$ cat src/rtl/stagewb.sv
// MEM/WB pipeline register plus writeback datapath (load extraction, rd write port).
// Optional retired-instruction counter enabled by defining STAGEWB_INSTRET_EN.
module stagewb (
    input  logic        i_clk,
    input  logic        i_reset,
    input  logic        i_stall,
    input  logic        i_flush,
    input  logic        valid_mem,
    input  logic [31:0] pc_mem,
    input  logic [4:0]  rd_addr_mem,
    input  logic        rd_wren_mem,
    input  logic [1:0]  wb_sel_mem,
    input  logic [3:0]  lsu_op_mem,
    input  logic [31:0] alu_data_mem,
    input  logic [31:0] ld_data,
    output logic        valid_wb,
    output logic [31:0] pc_wb,
    output logic [4:0]  rd_addr_wb,
    output logic        rd_wren_wb,
    output logic [31:0] rd_data_wb
`ifdef STAGEWB_INSTRET_EN
    ,
    output logic [63:0] instret_wb
`endif
);

    logic        valid_q;
    logic [31:0] pc_q;
    logic [4:0]  rd_addr_q;
    logic        rd_wren_q;
    logic [1:0]  wb_sel_q;
    logic [2:0]  lsu_op_q;
    logic [31:0] alu_data_q;
    logic [31:0] ld_data_q;

    // lsu_op bit 3 carries nothing the writeback stage needs
    logic unused_lsu_op_bit3;
    assign unused_lsu_op_bit3 = lsu_op_mem[3];

    always_ff @(posedge i_clk) begin
        if (i_reset || i_flush) begin
            valid_q    <= 1'b0;
            pc_q       <= '0;
            rd_addr_q  <= '0;
            rd_wren_q  <= 1'b0;
            wb_sel_q   <= '0;
            lsu_op_q   <= '0;
            alu_data_q <= '0;
            ld_data_q  <= '0;
        end else if (!i_stall) begin
            valid_q    <= valid_mem;
            pc_q       <= pc_mem;
            rd_addr_q  <= rd_addr_mem;
            rd_wren_q  <= rd_wren_mem & valid_mem;
            wb_sel_q   <= wb_sel_mem;
            lsu_op_q   <= lsu_op_mem[2:0];
            alu_data_q <= alu_data_mem;
            ld_data_q  <= ld_data;
        end
    end

    logic [7:0]  lane_byte;
    logic [15:0] lane_half;
    logic [31:0] load_data;

    always_comb begin
        lane_byte = ld_data_q[7:0];
        case (alu_data_q[1:0])
            2'd0: lane_byte = ld_data_q[7:0];
            2'd1: lane_byte = ld_data_q[15:8];
            2'd2: lane_byte = ld_data_q[23:16];
            2'd3: lane_byte = ld_data_q[31:24];
            default: lane_byte = ld_data_q[7:0];
        endcase
        lane_half = alu_data_q[1] ? ld_data_q[31:16] : ld_data_q[15:0];

        load_data = ld_data_q;
        case (lsu_op_q[1:0])
            2'b00: load_data = lsu_op_q[2] ? {24'b0, lane_byte}
                                           : {{24{lane_byte[7]}}, lane_byte};
            2'b01: load_data = lsu_op_q[2] ? {16'b0, lane_half}
                                           : {{16{lane_half[15]}}, lane_half};
            default: load_data = ld_data_q;
        endcase
    end

    always_comb begin
        rd_data_wb = '0;
        case (wb_sel_q)
            2'b00: rd_data_wb = alu_data_q;
            2'b01: rd_data_wb = load_data;
            2'b10: rd_data_wb = pc_q + 32'd4;
            default: rd_data_wb = '0;
        endcase
    end

    assign valid_wb   = valid_q;
    assign pc_wb      = pc_q;
    assign rd_addr_wb = rd_addr_q;
    assign rd_wren_wb = rd_wren_q & (rd_addr_q != 5'd0);

`ifdef STAGEWB_INSTRET_EN
    logic [63:0] instret_q;

    always_ff @(posedge i_clk) begin
        if (i_reset) begin
            instret_q <= '0;
        end else if (valid_mem && !i_stall && !i_flush) begin
            instret_q <= instret_q + 64'd1;
        end
    end

    assign instret_wb = instret_q;
`endif

endmodule

$ cat config.mk
export PLATFORM = sky130hd
export DESIGN_NAME = stagewb
export DESIGN_NICKNAME = d
export VERILOG_FILES = /design/src/rtl/stagewb.sv
export SDC_FILE = /design/constraint.sdc
export NUM_CORES = 1
export LEC_CHECK = 0
export ABC_AREA = 1
export CAP_MARGIN = 20
export CORE_UTILIZATION = 51
export CTS_CLUSTER_DIAMETER = 120
export DETAILED_ROUTE_END_ITERATION = 6
export HOLD_SLACK_MARGIN = 0.02
export PLACE_DENSITY = 0.85
export REMOVE_ABC_BUFFERS = 1
export SYNTH_ARGS = -nofsm -noshare
export SYNTH_HDL_FRONTEND = slang
export SYNTH_SLANG_ARGS = --single-unit
$ cat constraint.sdc
create_clock -name i_clk -period 4 [get_ports i_clk]
set_clock_uncertainty 0.2 [all_clocks]
set_input_delay 0.8 -clock i_clk [delete_from_list [all_inputs] [get_ports i_clk]]
set_output_delay 0.8 -clock i_clk [all_outputs]
set_load 0.02 [all_outputs]
# After elaboration in Yosys (flattened, before gate mapping)
# Index checks and enable logic that the tools add are counted.
# W data, S select, Z words.
[totals] output_inout_bits=71 reg_bits=108 inputBits=113 wordCells=28
[op_classes] n_mux=6 bitwise=2 reduce_logical=5 addsub=1 n_eq_ne=6
[ops] cell="$pmux W32 S3" n=1
[ops] cell="$mux W32" n=2
[ops] cell="$pmux W32 S2" n=1
[ops] cell="$add A32 B3 Y32 const B" n=1
[ops] cell="$pmux W8 S4" n=1
[ops] cell="$mux W16" n=1
[ops] cell="$eq A2 B1 Y1 const B" n=3
[ops] cell="$eq A2 B2 Y1 const B" n=3
[ops] cell="$logic_not A2 Y1" n=3
[ops] cell="$reduce_bool A5 Y1" n=1
[ops] cell="$and A1 B1 Y1" n=2
[ops] cell="$logic_or A1 B1 Y1" n=1

# Logic depth before layout (Yosys ltp)
# Gate-level depths: netlist (run 1).
[depth] depth_word=5 depth_mapped=10 depth_no_buf=9

# Least setup slack after synthesis (run 1)
# No wires, ideal clock.
[synth_path] path_kind="register to output" start="reg pc_q[2], in the netlist pc_wb[2]" end="out rd_data_wb[30]" stages_incl_launch_ff=10 path_slack_ps=1389 t_arrival_ps=1611 t_required_ps=3000 n_path_buf=0 path_cell_list="dfxtp_1 ha_1 nand2_1 nor2_1 inv_1 nor2_2 nand2_1 nand2_1 nand3_1 nand3_1"
[synth_via] elab_chain_len=2
[synth_lines] item="start: declaration" line="28" text="logic [31:0] pc_q;"
[synth_lines] item="start signal: assignment" line="52" text="pc_q <= pc_mem;"
[synth_lines] item="$add A32 B3 Y32" line="92" text="2'b10: rd_data_wb = pc_q + 32'd4;"
[synth_lines] item="$pmux W32 S3" line="89" text="case (wb_sel_q)"
[synth_lines] item="end: declaration" line="20" text="output logic [31:0] rd_data_wb"
# Every way passes these cells.

# Worst setup path after layout (run 1)
[layout_path] start="reg alu_data_q[1]" end="out rd_data_wb[21]"
[layout_via] elab_chain_len=5 word_cells_on_any_way=10 classes_between="eq/ne (3); mux (6); reduce/logical (1)"
[layout_lines] item="start: declaration" line="33" text="logic [31:0] alu_data_q;"
[layout_lines] item="start signal: assignment" line="57" text="alu_data_q <= alu_data_mem;"
[layout_lines] item="$eq A2 B2 Y1 (tied with other cells)" line="68" text="case (alu_data_q[1:0])"
[layout_lines] item="$pmux W8 S4" line="68"
[layout_lines] item="$mux W32" line="79" text="2'b00: load_data = lsu_op_q[2] ? {24'b0, lane_byte}"
[layout_lines] item="$pmux W32 S2 *" line="78" text="case (lsu_op_q[1:0])"
[layout_lines] item="$pmux W32 S3 *" line="89"
# Every way passes the cells marked *; elsewhere a longest branch is shown, timed or not.

==> out/metrics.csv, run 1 <==
stage,metric,value,unit
cts,cts_buffer_depth,2,
yosys,ys.flop_type,dfxtp_1,
cells_and_area,final_nets,1183,
sta,setup_violations,0,
sta,max_freq,266,MHz
cells_and_area,nFillCells,980,
sta,worstMarginPinSlew,0.872,ns
pwr,p_clk_share,30.6,%
placed_design,port_buffers,182,
global_routing,top_usage_layer,met2,
yosys,ys_seq_elements,108,
setup_path,cp_top_family,flip-flops,
cts,holdBufCountCts,0,
sta,finalCriticalPeriod,3.76,ns
cells_and_area,drive_above_1_share,4.56,%
sta,slew_viol_final,0,
sta,rsz0062_at_grt,no,
global_routing,grtUsageMet1,43.5,%
pwr,internal_power,1640,uW
drt,vias_per_cell,5.36,
yosys,synth_edf_count,0,
yosys,yosys_warnings,0,
global_routing,grtUsageMet3,5.55,%
sta,slew_headroom,41.9,%
setup_path,path_max_fanout,22,
cts,h-tree-depth,3,
setup_path,crit_chain,nor2_1 > a21oi_2 > nand3_4 > nand3_4 > nand2_1 > nand3_1 > clkdlybuf4s50_1,
drt,antenna_left,0,
sta,holdWs,0.272,ns
floorplan,core_area,10900,sq um
yosys,netlist.area_leader.share,37.6,%
setup_path,cp-end-kind,primary output,
setup_path,criticalPathCategory,reg2out,
floorplan,die-area,11700,sq um
yosys,yosysUniqueCellTypes,27,
sta,fin_ws,0.237,ns
setup_path,worstSetupStartpoint,alu_data_q[1],
setup_path,cp-start-kind,register,
pwr,finalPower,2290,uW
placed_design,dp_hpwl,13700,um
global_routing,gr-usage-all-layers,32.3,%
floorplan,die_x,108,um
setup_path,slowest_delay,0.79,ns
setup_path,worstReg2RegStart,alu_data_q[1],
sta,fin_tns_setup,0,ns
global_routing,gr-total-overflow,0,
yosys,yosys.area.top_type,dfxtp_1,
sta,hold_viol_final,0,
hold_path,hp-class,reg2reg,
cts,root_buffer,clkbuf_8,
setup_path,critPathArrivalTime,2.76,ns
global_routing,grt_util_met2,51.1,%
yosys,ys_async_sr_fraction,0,%
pwr,leakagePower,0.00296,uW
placed_design,gp_congestion,0.939,
yosys,yosysMostFrequentCell,nand2_1,
cts,cts_resized,0,
drt,wl,18500,um
cts,clock_latency,0.38,ns
pwr,cellPowerDensity,293,nW/um^2
yosys,syn_inst,916,
floorplan,start_util,52.8,%
setup_path,cp.required,3.00,ns
cells_and_area,areaGrowthSynthToFinish,36.3,%
pwr,swShare,28.6,%
setup_path,crit_top_cell,nand3_4,
cts,post_cts_buffers,0,
cts,clk_pin_slew_worst_paths,0.10,ns
setup_path,cpMaxStageDelayCell,dfxtp_1,
pwr,peakVddDrop,0.208,mV
sta,fin_crit_sh,94.1,%
yosys,syn_area_per_cell,6.27,sq um
cells_and_area,antenna_cells,0,
setup_path,cp_num_buf_inv,1,
yosys,netlist_top_cells_area,"dfxtp_1 (38%), nand2_1 (21%), a21oi_1 (8.6%)",
run,max-cap-violations,0,
floorplan,die_y,108,um
cts,cts_tree,built,
drt,vias,6501,
yosys,ys_seq_area_share,37.6,%
placed_design,dp_slack,0.659,ns
drt,avgRoutedWirePerCell,15.3,um
drt,drc,0,
floorplan,pin_count,184,
pwr,switching_power,656,uW
pwr,seq_power_share,50.2,%
hold_path,hold_start,alu_data_q[5],
yosys,ys_top_cells_by_count,"nand2_1 (326), nor2_1 (115), dfxtp_1 (108)",
setup_path,worst-r2r-setup-slack,2.46,ns
drt,drt_iter0_drc,480,
yosys,syn_area,5750,sq um
global_routing,grt_max_degree,87,
global_routing,antenna_found_initial,0,
floorplan,row_count,38,
cts,cts_made_buffers,9,
drt,firstDrtPassIters,5,
global_routing,first_global_vias,5962,
outcome,status,completed,
pwr,combPwrFrac,19.2,%
global_routing,grt_pass1_wl,29200,um
cts,cts.sink_count,108,
## layer usage
metal,vias up,routed length (um)
met5,-,0
met4,0,547
met3,45,1360
met2,273,8280
met1,2905,8360
li1,3278,-
## area by class of cell
class | instances | area, sq um | area share (%)
Inverter | 51 | 191 | 2.44
Sequential cell | 108 | 2160 | 27.6
Timing Repair Buffer | 194 | 1930 | 24.7
Clock buffer | 11 | 141 | 1.80
Clock inverter | 5 | 60.1 | 0.767
Multi-Input combinational cell | 705 | 3170 | 40.5
Tap cell | 140 | 175 | 2.24
## logic make-up (layout without fill, tap and decap cells)
kind of cell | after synthesis | after routing | share of synthesized area [%]
adder cells (fa/ha/maj) | 1 | 1 | 0.218
buffers and inverters | 103 | 261 | 7.29
AND/OR/NAND/NOR | 529 | 529 | 37.3
flip-flops | 108 | 108 | 37.6
AO/OA/AOI/OAI | 175 | 175 | 17.5
## state kept, by name, indices dropped and copies added, names as in the netlist
register and flops:
alu_data_q 32, ld_data_q 32, lsu_op_q 3, pc_wb 32, rd_addr_wb 5, rd_wren_q 1, valid_wb 1, wb_sel_q 2
## worst register-to-register path, stage by stage, from the launching register on
cell      delay [ns]
dfxtp_1         0.79
inv_2           0.21
a211oi_1        0.27
## layout by cell type (no fill, tap or decap), types with 3 or more instances in the layout
cell type        instances
clkbuf_8                10
nor2_1                 114
nor2_2                   8
clkdlybuf4s50_1        181
a211oi_1                31
inv_2                    4
a22oi_1                  3
a21oi_1                 99
nand4_1                  5
o21bai_1                 7
o21ai_0                 24
dfxtp_1                108
nand3_1                 69
nand2_1                326
or2_2                    3
buf_4                   11
o211ai_1                 6
inv_1                   47
## final timing paths
path                                       end  cells after the start
worst max register to register   alu_data_q[1]                      2
worst max-delay path            rd_data_wb[21]                      7
worst min register to register   alu_data_q[5]                      2
worst min-delay path             alu_data_q[5]                      2
## power by group through the flow
stage	Clock [uW]	Sequential, uW	Combinational [uW]
6_report	701	1150	441
3_3_place_gp	0	1170	436
5_1_grt	742	1160	480
2_1_floorplan	0	1180	170
3_5_place_dp	0	1170	439
4_1_cts	706	1150	441
## per-stage QoR
step / util, % / std cells / cell area, sq um
after floorplan: - / 864 / 5520
after global placement: 70.1 / 1198 / 7630
after detailed placement: 70.1 / 1198 / 7630
after CTS: 72.0 / 1214 / 7840
after global routing: 72.0 / 1214 / 7840
final: 72.0 / 1214 / 7840
Note: power is estimated with default switching activity, not from simulation.
==> run 2, diff against run 1 <==
- ABC_AREA: 1 -> default
- CORE_UTILIZATION: 51 -> 50
- CTS_CLUSTER_SIZE: default -> 12
- PLACE_DENSITY: 0.85 -> 0.84
==> out/metrics.csv, run 2 <==
stage,metric,value,unit
global_routing,grt_max_degree,66,
drt,avgRoutedWirePerCell,17.4,um
placed_design,dp_slack,0.476,ns
placed_design,dpl.cell_count,919,
yosys,synthMuxAreaShare,21.9,%
sta,rsz0062_at_grt,yes,
drt,firstDrtPassIters,4,
sta,max_freq,255,MHz
cells_and_area,antenna_cells,0,
cells_and_area,layout_common_cells,"clkdlybuf4s50_1 (181), nor2_1 (122), mux2i_1 (116)",
setup_path,criticalPathCategory,reg2out,
floorplan,die_x,107,um
setup_path,critPathArrivalTime,2.91,ns
yosys,yosysMostFrequentCell,nor2_1,
yosys,synth-adder-area-share,0.225,%
sta,fin_crit_sh,97.8,%
setup_path,worstReg2RegStart,wb_sel_q[0],
placed_design,port_buffers,182,
global_routing,grt_pass1_wl,25800,um
pwr,cellPowerDensity,308,nW/um^2
cts,h-tree-depth,3,
sta,fin_ws,0.0861,ns
sta,finalCriticalPeriod,3.91,ns
setup_path,reg2reg_depth,3,
yosys,ys.flop_type,dfxtp_1,
yosys,netlist.area_leader.share,38.9,%
yosys,syn_area,5560,sq um
yosys,ys_seq_elements,108,
global_routing,antenna_found_initial,0,
hold_path,hp-class,reg2reg,
pwr,peakVddDrop,0.268,mV
pwr,leakagePower,0.00303,uW
drt,drc,0,
cells_and_area,final_nets,904,
global_routing,gr-total-overflow,0,
drt,wl,16300,um
run,max-cap-violations,0,
cts,holdBufCountCts,0,
floorplan,start_util,51.3,%
hold_path,hold_start,alu_data_q[5],
placed_design,dp_hpwl,11800,um
yosys,yosys_warnings,0,
drt,vias_per_cell,5.70,
floorplan,row_count,38,
cells_and_area,areaGrowthSynthToFinish,39.4,%
yosys,syn_area_per_cell,8.81,sq um
yosys,yosys.area.top_type,dfxtp_1,
yosys,synth_compound_area_share,12.7,%
yosys,netlist_top_cells_area,"dfxtp_1 (39%), mux2i_1 (21%), nor2_1 (8.2%)",
yosys,ys_async_sr_fraction,0,%
cells_and_area,drive_above_1_share,5.28,%
global_routing,gr-usage-all-layers,28.7,%
yosys,synth_top_family_by_area,multiplexers,
cells_and_area,final_common_cell,clkdlybuf4s50_1,
drt,vias,5330,
cts,cts_made_buffers,9,
hold_path,hold_end,alu_data_q[5],
floorplan,die_y,107,um
floorplan,core_area,10800,sq um
cells_and_area,layout.cells.non_filler,935,
cts,root_buffer,clkbuf_8,
yosys,yosys.area_share.simple,18.9,%
setup_path,cp-end-kind,primary output,
cells_and_area,nFillCells,851,
setup_path,path_max_fanout,6,
setup_path,r2r_end,wb_sel_q[0],
yosys,synth_edf_count,0,
cts,cts_tree,built,
floorplan,pin_count,184,
yosys,yosysUniqueCellTypes,53,
cts,cts.sink_count,108,
yosys,synth_xor_area_share,3.47,%
cts,clk_pin_slew_worst_paths,0.10,ns
drt,antenna_left,0,
setup_path,worst-r2r-setup-slack,2.57,ns
cts,clock_latency,0.37,ns
setup_path,cp-start-kind,register,
setup_path,cp.required,3.00,ns
sta,worstMarginPinSlew,0.725,ns
sta,slew_headroom,51.6,%
floorplan,die-area,11500,sq um
sta,slew_viol_final,0,
yosys,ys_top_cells_by_count,"nor2_1 (122), mux2i_1 (116), dfxtp_1 (108)",
hold_path,hold-path-cell-count,2,
yosys,ys_seq_area_share,38.9,%
drt,drt_iter0_drc,319,
placed_design,gp_congestion,0.872,
sta,holdWs,0.303,ns
sta,setup_violations,0,
cts,cts_buffer_depth,2,
outcome,status,completed,
yosys,syn_inst,631,
sta,hold_viol_final,0,
global_routing,first_global_vias,5249,
-- run 2: logic make-up (layout without fill, tap and decap cells) --
logic type / after synthesis / count (layout)
and+or+nand+nor: 223 / 223
muxes: 120 / 120
DFF: 108 / 108
AOI/OAI and AO/OA: 102 / 102
buffers and inverters: 55 / 219
xor gates and xnor gates: 22 / 22
adders and majority gates: 1 / 1
-- run 2: critical path, cell delays in order, from the launching register on --
cell             delay (ns)
dfxtp_1                0.47
ha_1                   0.23
nand3_1                0.22
nor4_2                 0.41
nor2b_1                0.21
xnor2_1                0.09
o221ai_1               0.24
clkdlybuf4s50_1        0.66
-- run 2: metal layers --
layer / share of wire (%) / track usage, % / vias up / routed length (um)
met4: 1.8 / 9.78 / 0 / 299
li1: - / - / 2565 / -
met1: 43 / 35.7 / 2515 / 6940
met2: 48 / 48.2 / 226 / 7740
met3: 8.0 / 7.08 / 24 / 1310
met5: 0 / 0 / - / 0
-- run 2: final cells by class --
type / count / area [sq um] / share of cell area [%]
Timing Repair Buffer: 195 / 1950 / 25.1
Inverter: 8 / 30.0 / 0.387
Clock inverter: 4 / 95.1 / 1.23
Clock buffer: 12 / 155 / 2.00
Sequential cell: 108 / 2160 / 27.9
Multi-Input combinational cell: 468 / 3190 / 41.1
Tap cell: 140 / 175 / 2.26
-- run 2: metrics by stage --
stage	utilization, %	TNS (ns)	instance area (sq um)	total power, uW
after floorplan	-	0	5370	1350
after global placement	69.1	0	7500	1580
after detailed placement	69.1	0	7500	1590
after CTS	71.5	0	7750	2400
after global routing	71.5	-0.102	7750	2470
final	71.5	0	7750	2390
-- run 2: how the worst max path moves through the flow --
stage,start,endpoint,slack (ns),cells past startpoint
after floorplan,pc_wb[2],rd_data_wb[24],0.77,6
after global placement,pc_wb[2],rd_data_wb[16],0.55,7
after detailed placement,pc_wb[2],rd_data_wb[16],0.48,7
after CTS,pc_wb[2],rd_data_wb[8],0.10,7
after global routing,pc_wb[2],rd_data_wb[20],-0.05,7
final,pc_wb[2],rd_data_wb[16],0.09,7
-- run 2: where the power goes --
part           leakage [uW]  internal (uW)  total (uW)  switching, uW
sequential         0.000881           1110        1150           39.6
clock              0.000127            450         817            367
combinational       0.00202            234         423            189
-- run 2: timing repair --
action,in CTS,in global routing
setup endpoints to repair,1,3
gates resized for setup,1,1
pin swaps,0,0
buffers inserted,0,0
